$ cat config.mk
export PLATFORM = sky130hd
export DESIGN_NAME = smu_trigger_ctrl
export DESIGN_NICKNAME = d
export VERILOG_FILES = /design/src/rtl/smu_trigger_ctrl.sv
export SDC_FILE = /design/constraint.sdc
export NUM_CORES = 1
export LEC_CHECK = 0
export BUFFER_PORTS_ARGS = -buffer_cell sky130_fd_sc_hd__buf_4
export CAP_MARGIN = 20
export CORE_UTILIZATION = 40
export CTS_CLUSTER_SIZE = 8
export DETAILED_ROUTE_END_ITERATION = 10
export PLACE_DENSITY = 0.61
export RECOVER_POWER = 50
export SLEW_MARGIN = 20
export SYNTH_ARGS = -nofsm -noshare
export SYNTH_HDL_FRONTEND = slang
export SYNTH_SLANG_ARGS = --single-unit
$ cat constraint.sdc
create_clock -name gated_clk -period 4.8 [get_ports gated_clk]
set_input_delay 0.24 -clock gated_clk [delete_from_list [all_inputs] [get_ports gated_clk]]
set_output_delay 0.24 -clock gated_clk [all_outputs]
set_load 0.05 [all_outputs]
$ cat src/rtl/smu_trigger_ctrl.sv
// smu_trigger_ctrl: turns SMU pattern matches into a timed override enable, with a saturating count and an event record
module smu_trigger_ctrl #(
  parameter int N      = 2,
  parameter int HOLD_W = 8,
  parameter int CNT_W  = 16
) (
  input  logic                 gated_clk,
  input  logic                 reset,
  input  logic                 trigger,
  input  logic [$clog2(N)-1:0] SmuState,
  input  logic [1:0]           RegMode,
  input  logic [HOLD_W-1:0]    RegHoldCycles,
  input  logic                 RegClear,
  output logic                 ctrl_en,
  output logic                 busy,
  output logic [CNT_W-1:0]     trig_count,
  output logic                 evt_valid,
  input  logic                 evt_ack,
  output logic [$clog2(N)-1:0] evt_state,
  output logic                 evt_overflow
);
  localparam int SW = $clog2(N);
  typedef enum logic [1:0] {IDLE, HOLD, STICKY, DONE} state_t;
  state_t            state_q, state_d;
  logic [HOLD_W-1:0] hold_cnt_q, hold_cnt_d;
  logic              oneshot_q, oneshot_d;
  logic              ctrl_en_q, ctrl_en_d;
  logic [CNT_W-1:0]  trig_count_q, trig_count_d;
  logic              evt_valid_q, evt_valid_d;
  logic [SW-1:0]     evt_state_q, evt_state_d;
  logic              evt_overflow_q, evt_overflow_d;
  logic              accept;
  // one-shot episodes swallow triggers while holding; DONE swallows them until clear
  assign accept = trigger && RegMode != 2'b00 && !RegClear && state_q != DONE
                  && !(state_q == HOLD && oneshot_q);
  always_comb begin
    state_d        = state_q;
    hold_cnt_d     = hold_cnt_q;
    oneshot_d      = oneshot_q;
    trig_count_d   = (accept && !(&trig_count_q)) ? trig_count_q + CNT_W'(1) : trig_count_q;
    evt_valid_d    = accept ? 1'b1 : (evt_ack ? 1'b0 : evt_valid_q);
    evt_state_d    = (accept && (!evt_valid_q || evt_ack)) ? SmuState : evt_state_q;
    evt_overflow_d = evt_overflow_q | (accept && evt_valid_q && !evt_ack);
    unique case (state_q)
      IDLE: if (accept) begin
        state_d    = (RegMode == 2'b10) ? STICKY : HOLD;
        hold_cnt_d = RegHoldCycles;
        oneshot_d  = RegMode == 2'b11;
      end
      HOLD: begin
        hold_cnt_d = accept ? RegHoldCycles : hold_cnt_q - HOLD_W'(1);
        if (!accept && hold_cnt_q == '0) begin
          state_d    = oneshot_q ? DONE : IDLE;
          hold_cnt_d = '0;
        end
      end
      default: ;
    endcase
    if (RegMode == 2'b00) begin
      state_d    = IDLE;
      hold_cnt_d = '0;
    end
    if (RegClear) begin
      state_d        = IDLE;
      hold_cnt_d     = '0;
      oneshot_d      = 1'b0;
      trig_count_d   = '0;
      evt_valid_d    = 1'b0;
      evt_state_d    = '0;
      evt_overflow_d = 1'b0;
    end
    ctrl_en_d = state_d == HOLD || state_d == STICKY;
  end
  always_ff @(posedge gated_clk) begin
    if (reset) begin
      state_q        <= IDLE;
      hold_cnt_q     <= '0;
      oneshot_q      <= 1'b0;
      ctrl_en_q      <= 1'b0;
      trig_count_q   <= '0;
      evt_valid_q    <= 1'b0;
      evt_state_q    <= '0;
      evt_overflow_q <= 1'b0;
    end else begin
      state_q        <= state_d;
      hold_cnt_q     <= hold_cnt_d;
      oneshot_q      <= oneshot_d;
      ctrl_en_q      <= ctrl_en_d;
      trig_count_q   <= trig_count_d;
      evt_valid_q    <= evt_valid_d;
      evt_state_q    <= evt_state_d;
      evt_overflow_q <= evt_overflow_d;
    end
  end
  assign ctrl_en      = ctrl_en_q;
  assign busy         = state_q != IDLE;
  assign trig_count   = trig_count_q;
  assign evt_valid    = evt_valid_q;
  assign evt_state    = evt_state_q;
  assign evt_overflow = evt_overflow_q;
endmodule

* Word-level counts from Yosys, hierarchy flattened
Index checks and enable logic that the tools add are counted.
Storage, ports and cells: output and inout bits 21, input port bits 16, register bits 31, logic and storage cells 61
Cells by class: multiplexer cells 13, reductions and logical operators 30, add/sub/neg operators 2, equal/unequal tests 7, bitwise logic cells 1
Operator list (number):
- $mux W8 | 3
- $add A16 B1 Y16 const B | 1
- $pmux W8 S2 | 1
- $reduce_and A16 Y1 | 1
- $mux W2 | 6
- $logic_and A1 B1 Y1 | 10
- $logic_not A8 Y1 | 1
- $reduce_bool A2 Y1 | 4
- $sub A8 B1 Y8 const B | 1
- $eq A2 B2 Y1 const B | 3
- $logic_not A1 Y1 | 6
- $eq A2 B1 Y1 const B | 2
- $logic_not A2 Y1 | 2
- $ne A2 B2 Y1 const B | 2
- $pmux W2 S2 | 1
- $reduce_and A2 Y1 | 2
- $reduce_or A3 Y1 | 1
- $logic_or A1 B1 Y1 | 2
- $mux W1 | 2
- $reduce_or A2 Y1 | 1
- $or A1 B1 Y1 | 1

* Longest topological paths before layout
Gate-level depths: netlist of run 1.
depth in word-level cells 13, gate-level depth with buffers 6, mapped depth without buffers 6

* Worst setup path before layout of run 1
Ideal clock, no wire load.
kind flip-flop to flip-flop, from register trig_count_q[11], in the netlist trig_count[11], to register trig_count_q[0], in the netlist trig_count[0], data required time 4672 ps, arrival time 1813 ps, setup time 128 ps, period minus slack after synthesis 1941 ps, slack 2859 ps, buffers on the path 1, stages on the path, launching flop included 7, cells stage by stage dfxtp_1 -> and4_1 -> nand4_1 -> o21ai_1 -> clkbuf_1 -> xor2_1 -> nor2_1
Between the ends: longest elaborated chain between the ends 3
Ends and longest elaborated chain:
- start: declaration | line 28 | logic [CNT_W-1:0] trig_count_q, trig_count_d;
- start signal: assignment | line 89 | trig_count_q <= trig_count_d;
- $reduce_and A16 Y1 | line 40 | trig_count_d = (accept && !(&trig_count_q)) ? trig_count_q + CNT_W'(1) : trig_count_q;
- $logic_not A1 Y1 | line 40
- $logic_and A1 B1 Y1 | line 40
Every way passes these cells. A chain may end at the register's enable or synchronous reset.

* Worst setup path in the final report of run 1
from register state_q[1], to register trig_count_q[4], in the netlist trig_count[4]
Between the ends: longest elaborated chain between the ends 5, elaborated cells between the ends (all ways) 7, those cells by class eq/ne (2); reduce/logical (5)
Ends and longest elaborated chain:
- start: declaration | line 24 | state_t state_q, state_d;
- start signal: assignment | line 85 | state_q <= state_d;
- $eq A2 B1 Y1 | line 35 | && !(state_q == HOLD && oneshot_q);
- $logic_and A1 B1 Y1 | line 35
- $logic_not A1 Y1 | line 35
- $logic_and A1 B1 Y1 * | line 35
- $logic_and A1 B1 Y1 * | line 40
Every way passes the cells marked *; elsewhere a longest branch is shown, timed or not.

==> summary by stage, run 1 <==
Global routing
Summed over all layers, the global routing overflow is 0. Entering global routing, the biggest net connects 20 pins. The number of global-route vias before repair is 1451. The initial antenna violation count was 0.

The global-route wire length before repair is 6770 um. The total routing resource utilization after global routing is 20.3%.

Clock tree
The post-CTS setup buffer count is 0. The number of hold-repair buffers added at the cts stage is 0. In this run, post-CTS repair resized a total of 0 instances. Clock-pin slew was measured on the worst setup and hold paths at 0.06 ns. For this design, the sink count on the clock tree is 31. Buffers inserted during clock tree synthesis total 5. CTS placed an instance of sky130_fd_sc_hd__clkbuf_8 at the clock tree root. The clock reaches the later pin of the worst-skew pair after 0.29 ns. The TritonCTS clock tree is done. Counting along the longest clock path gives a buffer depth of 2. The H-tree depth is 2.

Synth
After synthesis, the share of flip-flops with an asynchronous set or reset is 0%. Of the synthesized area, sequential elements account for 36.8%. The number of synthesized register bits is 31.

The post-synthesis cell type with the largest combined area is sky130_fd_sc_hd__dfxtp_1. Yosys printed 0 warnings. After technology mapping, the gate count stands at 207. The number of nets handed over by synthesis was 226. After synthesis, the mean cell area works out to 8.15 um^2. The synthesized design contains 0 enable-type register cells. The share of synthesized area in the top cell type comes to 36.8%. The post-synthesis instance area is 1690 um^2. The count of unique library cells instantiated by Yosys is 46. Sorting the synthesized cells by area gives the leading types as sky130_fd_sc_hd__dfxtp_1 37%, sky130_fd_sc_hd__o21ai_0 6.5%, sky130_fd_sc_hd__a21oi_1 5.3%, sky130_fd_sc_hd__nand2_1 4.0%, sky130_fd_sc_hd__or3_1 3.7%. The flip-flop cell with the highest count after synthesis is sky130_fd_sc_hd__dfxtp_1.

Floorplan
The horizontal die dimension is 66.9 um. The starting utilization of the core area is 41.9%. The floorplan step defined a die boundary enclosing 4480 um^2. During I/O placement, the number of pins put on the boundary was 37. The area inside the core boundary is 4030 um^2. In this run the core area contains 23 standard-cell rows.

The die is 66.9 um tall.

Final layout
0 antenna diodes ended up in the layout. The area added between synthesis and finish is 18.5%. In the final layout, the share of cells above drive strength 1 is 11.0%. The post-layout utilization of the core is 49.6%. The final layout contains 264 nets.

STA
Static timing analysis puts the maximum clock frequency at 0.376 GHz. The final critical-path setup slack is 2.14 ns. The measured slew at the worst slew-check pin is 1.03 ns. The number of pins exceeding their max-slew limit in the final report is 0. Setup violations remaining at the end of the flow were counted as 0. Of the available clock period, the critical path in the final layout requires 55.4%. The final setup skew is 0.00297 ns. The setup TNS is 0 ns. The hold violation count in the final report is 0. The shortest clock period the worst path allows after layout is 2.66 ns. The worst slew margin relative to its limit is 30.6%. Setup repair after global routing left no endpoint under its margin.

Critical path
STA classifies the critical path endpoint as a flop. The peak per-stage delay on the critical path is 0.76 ns. The cell with the largest stage delay on the worst path is sky130_fd_sc_hd__nor3_1. Walking the worst path, the cells encountered are o21a_1, nor3_1, o21ai_1, or3_1, a21oi_1.

At the worst endpoint, the required time is 5.02 ns. The buffers plus inverters on the worst setup path is 0. Along the worst path, the maximum fanout reaches 13. The endpoint arrival time on the critical path is 2.88 ns. The dominant delay contributor by cell family on the critical path is simple AND/OR/NAND/NOR gates.

The type of element launching the critical path is a flop. The kind of critical path is reg -> reg.

Detailed routing
The final route contains 1674 vias. For this block, the initial DRC count from the detailed router was 197. In the routed layout, each cell is associated on average with a via count of 5.66.

The count of nets left with antenna violations once routing finished came out at 0. Before antenna repair, the detailed router went through 4 iterations. After detailed routing, the total wire length is 4060 um. The number of design rule violations left after detail routing is 0. The routed wirelength normalized by instance count is 13.7 um.

Placement
The routability congestion estimate from global placement is 0.892. The number of I/O port buffers is 36. The worst-case setup slack after placement is 2.76 ns.

The HPWL after detailed placement is 2930 um.

Run
The tool flagged a number of max-cap violations equal to 0.

Hold path
The class of the tightest hold or removal check is in -> reg.

Power and ir drop
The areal power density over the cells is 275 nW/um^2. The maximum vdd drop is 0.000129 V. The leakage power is 0.000709 uW.

Outcome
The flow ran to the end, and the final reports show no timing, DRC or antenna violations.
[final cells by class]
type / count / area (um^2)
sequential: 31 / 621
tap: 50 / 62.6
timing repair buffer: 36 / 195
inverter: 7 / 26.3
clock buffer: 8 / 100
multi-input combinational: 164 / 995
fill: 428 / 2030
[metrics by stage]
step                      std cells  area [um^2]  total power [uW]  hold slack (ns)
after detailed placement        288         2000               330            0.459
after floorplan                 207         1690               309            0.388
after global routing            296         2000               574            0.236
final                           296         2000               550            0.222
after CTS                       296         2100               558            0.221
after global placement          288         2000               331            0.460
[power breakdown]
group | total [uW] | switching [uW] | internal [uW] | leakage (uW)
clock network | 228 | 97.3 | 131 | 0.0000515
registers | 264 | 4.12 | 260 | 0.000250
logic | 57.6 | 33.5 | 24.2 | 0.000407
[kinds of logic (layout without fill, tap and decap cells)]
group / count (synthesis) / after routing / synth area share, %
adders and majority gates: 3 / 3 / 2.23
xor gates and xnor gates: 6 / 6 / 3.12
buffers and inverters: 12 / 51 / 2.67
and+or+nand+nor: 86 / 86 / 29.5
muxes: 2 / 2 / 1.26
DFF: 31 / 31 / 36.8
AOI/OAI and AO/OA: 67 / 67 / 24.4
[cell usage after synthesis (all sizes together) (2+ instances only)]
master,count
nor4,3
nand2b,2
nor2b,2
nand4,5
nand3,8
xor2,5
o21ai,24
or3,10
dfxtp,31
nor2,15
clkbuf,5
nor3,8
a22o,4
a211oi,3
and3,3
or4,2
a21oi,18
ha,3
inv,7
o21a,3
o211ai,3
and2,3
nand2,18
nor4b,2
and4,2
a31oi,2
[sequential cells by signal, summed over array words and instances (netlist names)]
register      count
evt_state         1
evt_valid         1
trig_count       16
ctrl_en           1
state_q           2
evt_overflow      1
hold_cnt_q        8
oneshot_q         1
[worst paths after layout]
check | startpoint | cells past startpoint | endpoint | slack (ns)
max | state_q[1]$_SDFF_PP0_ | 5 | trig_count[4]$_SDFFE_PP0P_ | 2.14
min reg2reg | evt_state$_SDFFE_PP0P_ | 2 | evt_state$_SDFFE_PP0P_ | 0.47
max reg2reg | state_q[1]$_SDFF_PP0_ | 5 | trig_count[4]$_SDFFE_PP0P_ | 2.14
min | SmuState | 3 | evt_state$_SDFFE_PP0P_ | 0.22
[cell usage in the layout (no fill, tap or decap), types with 4 or more instances in the layout]
| master | instances |
|---|---|
| sky130_fd_sc_hd__nor2_1 | 15 |
| sky130_fd_sc_hd__clkbuf_1 | 21 |
| sky130_fd_sc_hd__clkbuf_8 | 7 |
| sky130_fd_sc_hd__dfxtp_1 | 31 |
| sky130_fd_sc_hd__nor3_1 | 8 |
| sky130_fd_sc_hd__nand2_1 | 18 |
| sky130_fd_sc_hd__nand4_1 | 5 |
| sky130_fd_sc_hd__buf_4 | 16 |
| sky130_fd_sc_hd__o21ai_0 | 22 |
| sky130_fd_sc_hd__or3_1 | 10 |
| sky130_fd_sc_hd__a21oi_1 | 18 |
| sky130_fd_sc_hd__a22o_1 | 4 |
| sky130_fd_sc_hd__nand3_1 | 8 |
| sky130_fd_sc_hd__xor2_1 | 5 |
| sky130_fd_sc_hd__inv_1 | 7 |
[metal layers]
layer  vias to the layer above  wire length, um  GRT usage [%]
li1                        853                -              -
met1                       755             1930           27.1
met2                        58             1820           31.1
met3                         8              256           4.62
met4                         0               59           7.98
met5                         -                0              0
[worst min-delay path, stage by stage]
cell	delay (ns)
sky130_fd_sc_hd__buf_4	0.11
sky130_fd_sc_hd__nand3_1	0.06
sky130_fd_sc_hd__a21oi_1	0.06
No activity file was read; power rests on OpenSTA's default activity.
==> inputs of run 2 (changes only) <==
Settings changed: ABC_AREA set to 1, PLACE_DENSITY 0.61 to 0.6.
Clock period 4.8 ns to 2.65 ns, I/O delays scaled along.
==> summary by stage, run 2 <==
Critical path
The worst setup path startpoint is state_q[1]$_SDFF_PP0_ (unchanged). The required arrival time at the worst endpoint came to 2.83 ns (was 5.02 ns). The worst setup path endpoint is trig_count[9]$_SDFFE_PP0P_ (was trig_count[4]$_SDFFE_PP0P_). The maximum net fanout on the critical path is 16 (was 13). The flop-to-flop setup slack is 0.82 ns (was 2.14 ns). The type of element launching the critical path was a flop (unchanged). The kind of critical path is reg -> reg (unchanged). The endpoint arrival time on the critical path is 2.00 ns (was 2.88 ns). The capturing element type of the critical path is a flop (unchanged).

The beginning of the worst register-to-register path is state_q[1]$_SDFF_PP0_ (unchanged). The endpoint of the lowest-slack register-to-register path was trig_count[9]$_SDFFE_PP0P_ (was trig_count[4]$_SDFFE_PP0P_). The logic depth of the worst register-to-register path was 6 (was 5).

Synth
The mean post-synth cell area was 6.53 um^2 (was 8.15 um^2). The post-synthesis instance area was 1980 um^2 (was 1690 um^2). Top cells by count, synth: 98 x sky130_fd_sc_hd__nand2_1, 34 x sky130_fd_sc_hd__nor2_1, 32 x sky130_fd_sc_hd__inv_1, 31 x sky130_fd_sc_hd__dfxtp_1, 20 x sky130_fd_sc_hd__a21oi_1 (was 31 x sky130_fd_sc_hd__dfxtp_1, 22 x sky130_fd_sc_hd__o21ai_0, 18 x sky130_fd_sc_hd__a21oi_1, 18 x sky130_fd_sc_hd__nand2_1, 15 x sky130_fd_sc_hd__nor2_1). Biggest area contributors in the synthesized netlist: sky130_fd_sc_hd__dfxtp_1 31%, sky130_fd_sc_hd__nand2_1 19%, sky130_fd_sc_hd__nor2_1 6.5%, sky130_fd_sc_hd__inv_1 6.1%, sky130_fd_sc_hd__a21oi_1 5.1% (was sky130_fd_sc_hd__dfxtp_1 37%, sky130_fd_sc_hd__o21ai_0 6.5%, sky130_fd_sc_hd__a21oi_1 5.3%, sky130_fd_sc_hd__nand2_1 4.0%, sky130_fd_sc_hd__or3_1 3.7%). The share of async-settable or async-resettable flops after synthesis was 0% (unchanged). The cell count after synthesis came to 303 (was 207).

The number of synthesized register bits is 31 (unchanged). The flip-flop cell with the highest count after synthesis is sky130_fd_sc_hd__dfxtp_1 (unchanged). The most instantiated library cell after synthesis is sky130_fd_sc_hd__nand2_1 (was sky130_fd_sc_hd__dfxtp_1). The proportion of synthesized chip area in sequential cells was 31.4% (was 36.8%). The count of unique library cells instantiated by Yosys came to 29 (was 46).

The area share of the largest cell type after synthesis is 31.4% (was 36.8%). The number of enable-type register cells in the synthesized netlist is 0 (unchanged). The post-synthesis cell type with the largest combined area is sky130_fd_sc_hd__dfxtp_1 (unchanged). The total number of yosys warnings is 0 (unchanged). The synthesized netlist net count is 322 (was 226).

Global routing
The total routing resource utilization after global routing is 19.1% (was 20.3%). The initial antenna violation count is 0 (unchanged). The pin count of the biggest net entering global routing is 17 (was 20). The remaining global-route overflow is 0 (unchanged). The global-route wire length before repair is 7820 um (was 6770 um). The number of global-route vias before repair is 1724 (was 1451).

STA
The final setup skew is 0.00791 ns (was 0.00297 ns). The number of pins exceeding their max-slew limit in the final report is 0 (unchanged). Setup repair after global routing missed its margin: no (unchanged). The measured slew at the worst slew-check pin is 0.604 ns (was 1.03 ns). The shortest clock period the worst path allows after layout is 1.83 ns (was 2.66 ns). The worst slew margin relative to its limit came to 59.9% (was 30.6%).

The setup TNS is 0 ns (unchanged). The hold violation count in the final report is 0 (unchanged). The timing-limited maximum frequency came to 0.547 GHz (was 0.376 GHz). The fraction of the cycle the final worst path needs was 69.0% (was 55.4%). The final count of negative-setup-slack endpoints came to 0 (unchanged).

Placement
The number of placed cells counting well taps is 403 (was 288). The routability congestion estimate from global placement is 0.786 (was 0.892). The number of I/O port buffers is 36 (unchanged).

The HPWL reported at the end of detailed placement is 3390 um (was 2930 um).

Floorplan
The die span in y was 72.3 um (was 66.9 um). The floorplan die area came to 5230 um^2 (was 4480 um^2). The horizontal die dimension came to 72.3 um (was 66.9 um). The area inside the core boundary is 4750 um^2 (was 4030 um^2). The I/O pin count is 37 (unchanged). The placement row count is 25 (was 23). The starting utilization of the core area is 41.6% (was 41.9%).

Clock tree
The clock-pin slew of the registers on the worst-case setup and hold paths is 0.07 ns (was 0.06 ns). The clock sink count was 31 (unchanged). The deepest clock path buffer count is 2 (unchanged). The TritonCTS clock tree is done (unchanged).

The post-cts sizing count is 0 (unchanged). The number of hold-repair buffers added at the cts stage is 0 (unchanged). The total CTS buffers came to 5 (unchanged).

The insertion delay of the later-clocked pin in the worst-skew pair was 0.28 ns (was 0.29 ns). The H-tree depth came to 2 (unchanged). The clock root buffer is sky130_fd_sc_hd__clkbuf_8 (unchanged).

The post-CTS setup buffer count is 0 (unchanged).

Final layout
Commonest cells after routing, fill and taps aside: 99 x sky130_fd_sc_hd__nand2_1, 34 x sky130_fd_sc_hd__nor2_1, 33 x sky130_fd_sc_hd__inv_1, 31 x sky130_fd_sc_hd__dfxtp_1, 23 x sky130_fd_sc_hd__clkbuf_1 (was 31 x sky130_fd_sc_hd__dfxtp_1, 22 x sky130_fd_sc_hd__o21ai_0, 21 x sky130_fd_sc_hd__clkbuf_1, 18 x sky130_fd_sc_hd__nand2_1, 18 x sky130_fd_sc_hd__a21oi_1). The number of flip-flops under the largest register name is 16 (unchanged). The number of antenna cells inserted is 0 (unchanged). The final instance count without filler cells is 411 (was 296).

The count of nets after finishing is 362 (was 264). The proportion of layout cells with a drive suffix above 1 is 12.2% (was 11.0%). The commonest non-fill, non-tap cell in the layout is sky130_fd_sc_hd__nand2_1 (was sky130_fd_sc_hd__dfxtp_1). The area added between synthesis and finish was 16.3% (was 18.5%).

Detailed routing
The wire length after detailed routing came to 4580 um (was 4060 um). The number of nets still failing antenna checks after routing is 0 (unchanged). The vias per cell is 4.81 (was 5.66). The number of iterations in the first detailed-routing pass was 4 (unchanged). The initial detailed-routing violation count is 94 (was 197).

The number of design rule violations left after detail routing is 0 (unchanged). The number of vias after detailed routing is 1977 (was 1674). The routed wirelength normalized by instance count is 11.1 um (was 13.7 um).

Outcome
Run status: completed (unchanged).

Power and ir drop
The areal power density over the cells was 418 nW/um^2 (was 275 nW/um^2). The maximum vdd drop is 0.000212 V (was 0.000129 V). The leakage power came to 0.000956 uW (was 0.000709 uW).

Hold path
The class of the tightest hold or removal check is in -> reg (unchanged).

Run
The number of violations of the max-capacitance limit was 0 (unchanged).
run 2: how the worst min path moves through the flow:
stage,start,endpoint,slack [ns],depth (start not counted)
2_1_floorplan,SmuState,evt_state$_SDFFE_PP0P_,0.30,2
3_3_place_gp,SmuState,evt_state$_SDFFE_PP0P_,0.42,3
3_5_place_dp,SmuState,evt_state$_SDFFE_PP0P_,0.43,3
4_1_cts,SmuState,evt_state$_SDFFE_PP0P_,0.13,3
5_1_grt,SmuState,evt_state$_SDFFE_PP0P_,0.14,3
6_report,SmuState,evt_state$_SDFFE_PP0P_,0.14,3
run 2: worst max-delay path: stages, from the launching register on:
cell                      delay [ns]
sky130_fd_sc_hd__dfxtp_1        0.35
sky130_fd_sc_hd__o21ai_2        0.27
sky130_fd_sc_hd__nand2_1        0.40
sky130_fd_sc_hd__inv_1          0.28
sky130_fd_sc_hd__o21ai_4        0.18
sky130_fd_sc_hd__o21ai_0        0.19
sky130_fd_sc_hd__nor2_1         0.06
run 2: report_power, final:
group / internal, uW / switching (uW)
Sequential: 472 / 6.30
Combinational: 46.4 / 80.5
Clock: 184 / 172
Total: 703 / 258
run 2: metal layers:
metal,vias to the layer above,GRT usage [%],part of all wire [%]
met5,-,0,0
met4,0,6.54,0.59
met3,2,4.58,2.8
met2,34,30.8,47
met1,897,24.8,50
li1,1044,-,-
run 2: area by class of cell:
cell class | count | area (um^2)
multi-input cells | 233 | 1180
fillers | 523 | 2450
clock inverters | 1 | 5.00
clock buffers | 7 | 76.3
repair buffers | 37 | 199
inverters | 35 | 131
flip-flops and latches | 31 | 621
well taps | 67 | 83.8
run 2: stage by stage:
step	total power (uW)	setup WS (ns)	cell area (um^2)	utilization, %	hold WS, ns
6_report	961	0.822	2300	48.4	0.140
5_1_grt	1020	0.625	2300	48.4	0.142
4_1_cts	980	0.873	2380	50.1	0.126
3_5_place_dp	619	0.896	2300	48.4	0.429
3_3_place_gp	618	0.994	2300	48.4	0.419
2_1_floorplan	580	0.722	1980	-	0.297
run 2: kinds of logic after synthesis:
group	count (synthesis)	share of synthesized area (%)
XOR/XNOR	11	4.87
buffers and inverters	39	8.60
flip-flops	31	31.4
AO/OA/AOI/OAI	39	12.2
AND/OR/NAND/NOR	180	41.1
adder cells (fa/ha/maj)	3	1.90
==> inputs of run 3 (changes only) <==
Clock period 2.65 ns to 1.89 ns, I/O delays scaled along.
==> summary by stage, run 3 (synthesis gave the netlist of run 2 again) <==
Outcome
Run status: completed (unchanged).

Floorplan
The die span in y was 72.3 um (unchanged). The I/O pin count is 37 (unchanged). The horizontal die dimension is 72.3 um (unchanged).

The floorplan die area is 5230 um^2 (unchanged). The placement row count is 25 (unchanged). The starting utilization of the core area is 41.6% (unchanged). The area inside the core boundary came to 4750 um^2 (unchanged).

Global routing
The global-route wire length before repair is 7840 um (was 7820 um). The pin count of the biggest net entering global routing was 17 (unchanged). The number of global-route vias before repair is 1756 (was 1724). The total routing resource utilization after global routing is 19.0% (was 19.1%).

The initial antenna violation count came to 0 (unchanged). The remaining global-route overflow is 0 (unchanged).

Detailed routing
The vias per cell was 4.74 (was 4.81). The number of design rule violations left after detail routing is 0 (unchanged). The initial detailed-routing violation count was 90 (was 94). The number of nets still failing antenna checks after routing is 0 (unchanged). The wire length after detailed routing is 4590 um (was 4580 um). The routed wirelength normalized by instance count is 10.9 um (was 11.1 um). The number of vias after detailed routing is 1984 (was 1977). The number of iterations in the first detailed-routing pass came to 4 (unchanged).

STA
The final setup skew came to 0.00823 ns (was 0.00791 ns). The final count of negative-setup-slack endpoints is 0 (unchanged). Setup repair after global routing missed its margin: no (unchanged). The fraction of the cycle the final worst path needs came to 87.6% (was 69.0%). The number of pins exceeding their max-slew limit in the final report is 0 (unchanged).

The setup TNS is 0 ns (unchanged). The hold violation count in the final report came to 0 (unchanged). The shortest clock period the worst path allows after layout came to 1.66 ns (was 1.83 ns). The timing-limited maximum frequency was 0.604 GHz (was 0.547 GHz). The measured slew at the worst slew-check pin is 0.599 ns (was 0.604 ns). The worst slew margin relative to its limit is 60.2% (was 59.9%). The final critical-path setup slack is 0.234 ns (was 0.822 ns).

Final layout
The proportion of layout cells with a drive suffix above 1 came to 15.6% (was 12.2%). The commonest non-fill, non-tap cell in the layout is sky130_fd_sc_hd__nand2_1 (unchanged). The number of antenna cells inserted was 0 (unchanged). Commonest cells after routing, fill and taps aside: 98 x sky130_fd_sc_hd__nand2_1, 34 x sky130_fd_sc_hd__nor2_1, 33 x sky130_fd_sc_hd__inv_1, 29 x sky130_fd_sc_hd__dfxtp_1, 24 x sky130_fd_sc_hd__buf_4 (was 99 x sky130_fd_sc_hd__nand2_1, 34 x sky130_fd_sc_hd__nor2_1, 33 x sky130_fd_sc_hd__inv_1, 31 x sky130_fd_sc_hd__dfxtp_1, 23 x sky130_fd_sc_hd__clkbuf_1). The final instance count without filler cells is 419 (was 411). The area added between synthesis and finish is 19.7% (was 16.3%).

The number of flip-flops under the largest register name is 16 (unchanged). The count of nets after finishing came to 370 (was 362).

Clock tree
The TritonCTS clock tree was done (unchanged). The insertion delay of the later-clocked pin in the worst-skew pair is 0.28 ns (about the same). The number of hold-repair buffers added at the cts stage is 0 (unchanged).

The deepest clock path buffer count is 2 (unchanged). The post-CTS setup buffer count is 0 (unchanged). The total CTS buffers is 5 (unchanged). The clock sink count was 31 (unchanged). The H-tree depth is 2 (unchanged). The clock root buffer was sky130_fd_sc_hd__clkbuf_8 (unchanged). The clock-pin slew of the registers on the worst-case setup and hold paths is 0.07 ns (about the same).

The post-cts sizing count is 0 (unchanged).

Critical path
The maximum net fanout on the critical path came to 16 (unchanged). The required arrival time at the worst endpoint is 2.11 ns (was 2.83 ns). The dominant delay contributor by cell family on the critical path is compound AO/OA/AOI/OAI gates (unchanged).

The buffers plus inverters on the worst setup path is 0 (was 1). The endpoint arrival time on the critical path was 1.87 ns (was 2.00 ns). The capturing element type of the critical path is a flop (unchanged). Counting stages on the worst path, the most repeated cell is sky130_fd_sc_hd__nand2_1. The kind of critical path is reg -> reg (unchanged). The peak per-stage delay on the critical path was 0.39 ns (was 0.40 ns). The cell with the largest stage delay on the worst path was sky130_fd_sc_hd__o21ai_4 (was sky130_fd_sc_hd__nand2_1).

Series of cell instances along the critical path: ha_1, nand2_1, nor2_4, nand2_4, o21ai_4, nand2_1, a21oi_2 (was o21ai_2, nand2_1, inv_1, o21ai_4, o21ai_0, nor2_1). The type of element launching the critical path is a flop (unchanged).

Placement
The worst-case setup slack after placement is 0.243 ns (was 0.896 ns). The routability congestion estimate from global placement is 0.810 (was 0.786). The HPWL reported at the end of detailed placement was 3500 um (was 3390 um). The number of I/O port buffers was 36 (unchanged).

The number of placed cells counting well taps came to 411 (was 403).

Power and ir drop
The maximum vdd drop came to 0.000348 V (was 0.000212 V). The areal power density over the cells is 572 nW/um^2 (was 418 nW/um^2). The leakage power came to 0.00101 uW (was 0.000956 uW).

Hold path
The class of the tightest hold or removal check was in -> reg (unchanged).

Run
The number of violations of the max-capacitance limit is 0 (unchanged).
==> run 3: where the power goes <==
group,switching [uW],leakage (uW),internal (uW)
sequential,8.79,0.000251,662
combinational,112,0.000707,65.8
clock,255,0.0000477,252
==> run 3: layout make-up <==
class / instances / area, um^2
Sequential cell: 31 / 623
Clock buffer: 5 / 68.8
Clock inverter: 3 / 15.0
Inverter: 35 / 131
Multi-Input combinational cell: 233 / 1190
Tap cell: 67 / 83.8
Timing Repair Buffer: 45 / 259
Fill cell: 527 / 2390
==> run 3: worst register-to-register path: stages, from the launching register on <==
cell and delay [ns]:
sky130_fd_sc_hd__dfxtp_2 0.36, sky130_fd_sc_hd__ha_1 0.21, sky130_fd_sc_hd__nand2_1 0.12, sky130_fd_sc_hd__nor2_4 0.15, sky130_fd_sc_hd__nand2_4 0.09, sky130_fd_sc_hd__o21ai_4 0.39
sky130_fd_sc_hd__nand2_1 0.12, sky130_fd_sc_hd__a21oi_2 0.16
==> run 3: path summary, 6_finish.rpt <==
path                              startpoint                         end  slack [ns]  depth (start not counted)
setup / recovery  trig_count[0]$_SDFFE_PP0P_  trig_count[4]$_SDFFE_PP0P_        0.23                          7
hold / removal                      SmuState      evt_state$_SDFFE_PP0P_        0.09                          3
setup reg to reg  trig_count[0]$_SDFFE_PP0P_  trig_count[4]$_SDFFE_PP0P_        0.23                          7
hold reg to reg       evt_state$_SDFFE_PP0P_      evt_state$_SDFFE_PP0P_        0.46                          2
==> run 3: per-stage QoR <==
step / total power, uW / hold slack, ns / cell area, um^2 / util (%)
2_1_floorplan: 814 / 0.259 / 1980 / -
3_3_place_gp: 868 / 0.386 / 2360 / 49.7
3_5_place_dp: 868 / 0.388 / 2360 / 49.7
4_1_cts: 1380 / 0.0797 / 2450 / 51.5
5_1_grt: 1420 / 0.0975 / 2370 / 49.8
6_report: 1360 / 0.0908 / 2370 / 49.8
==> run 3: layer usage <==
metal | global-route usage [%] | routed length (um)
met5 | 0 | 0
met2 | 31.8 | 2190
met3 | 3.75 | 166
met4 | 6.54 | 53
met1 | 24.3 | 2170
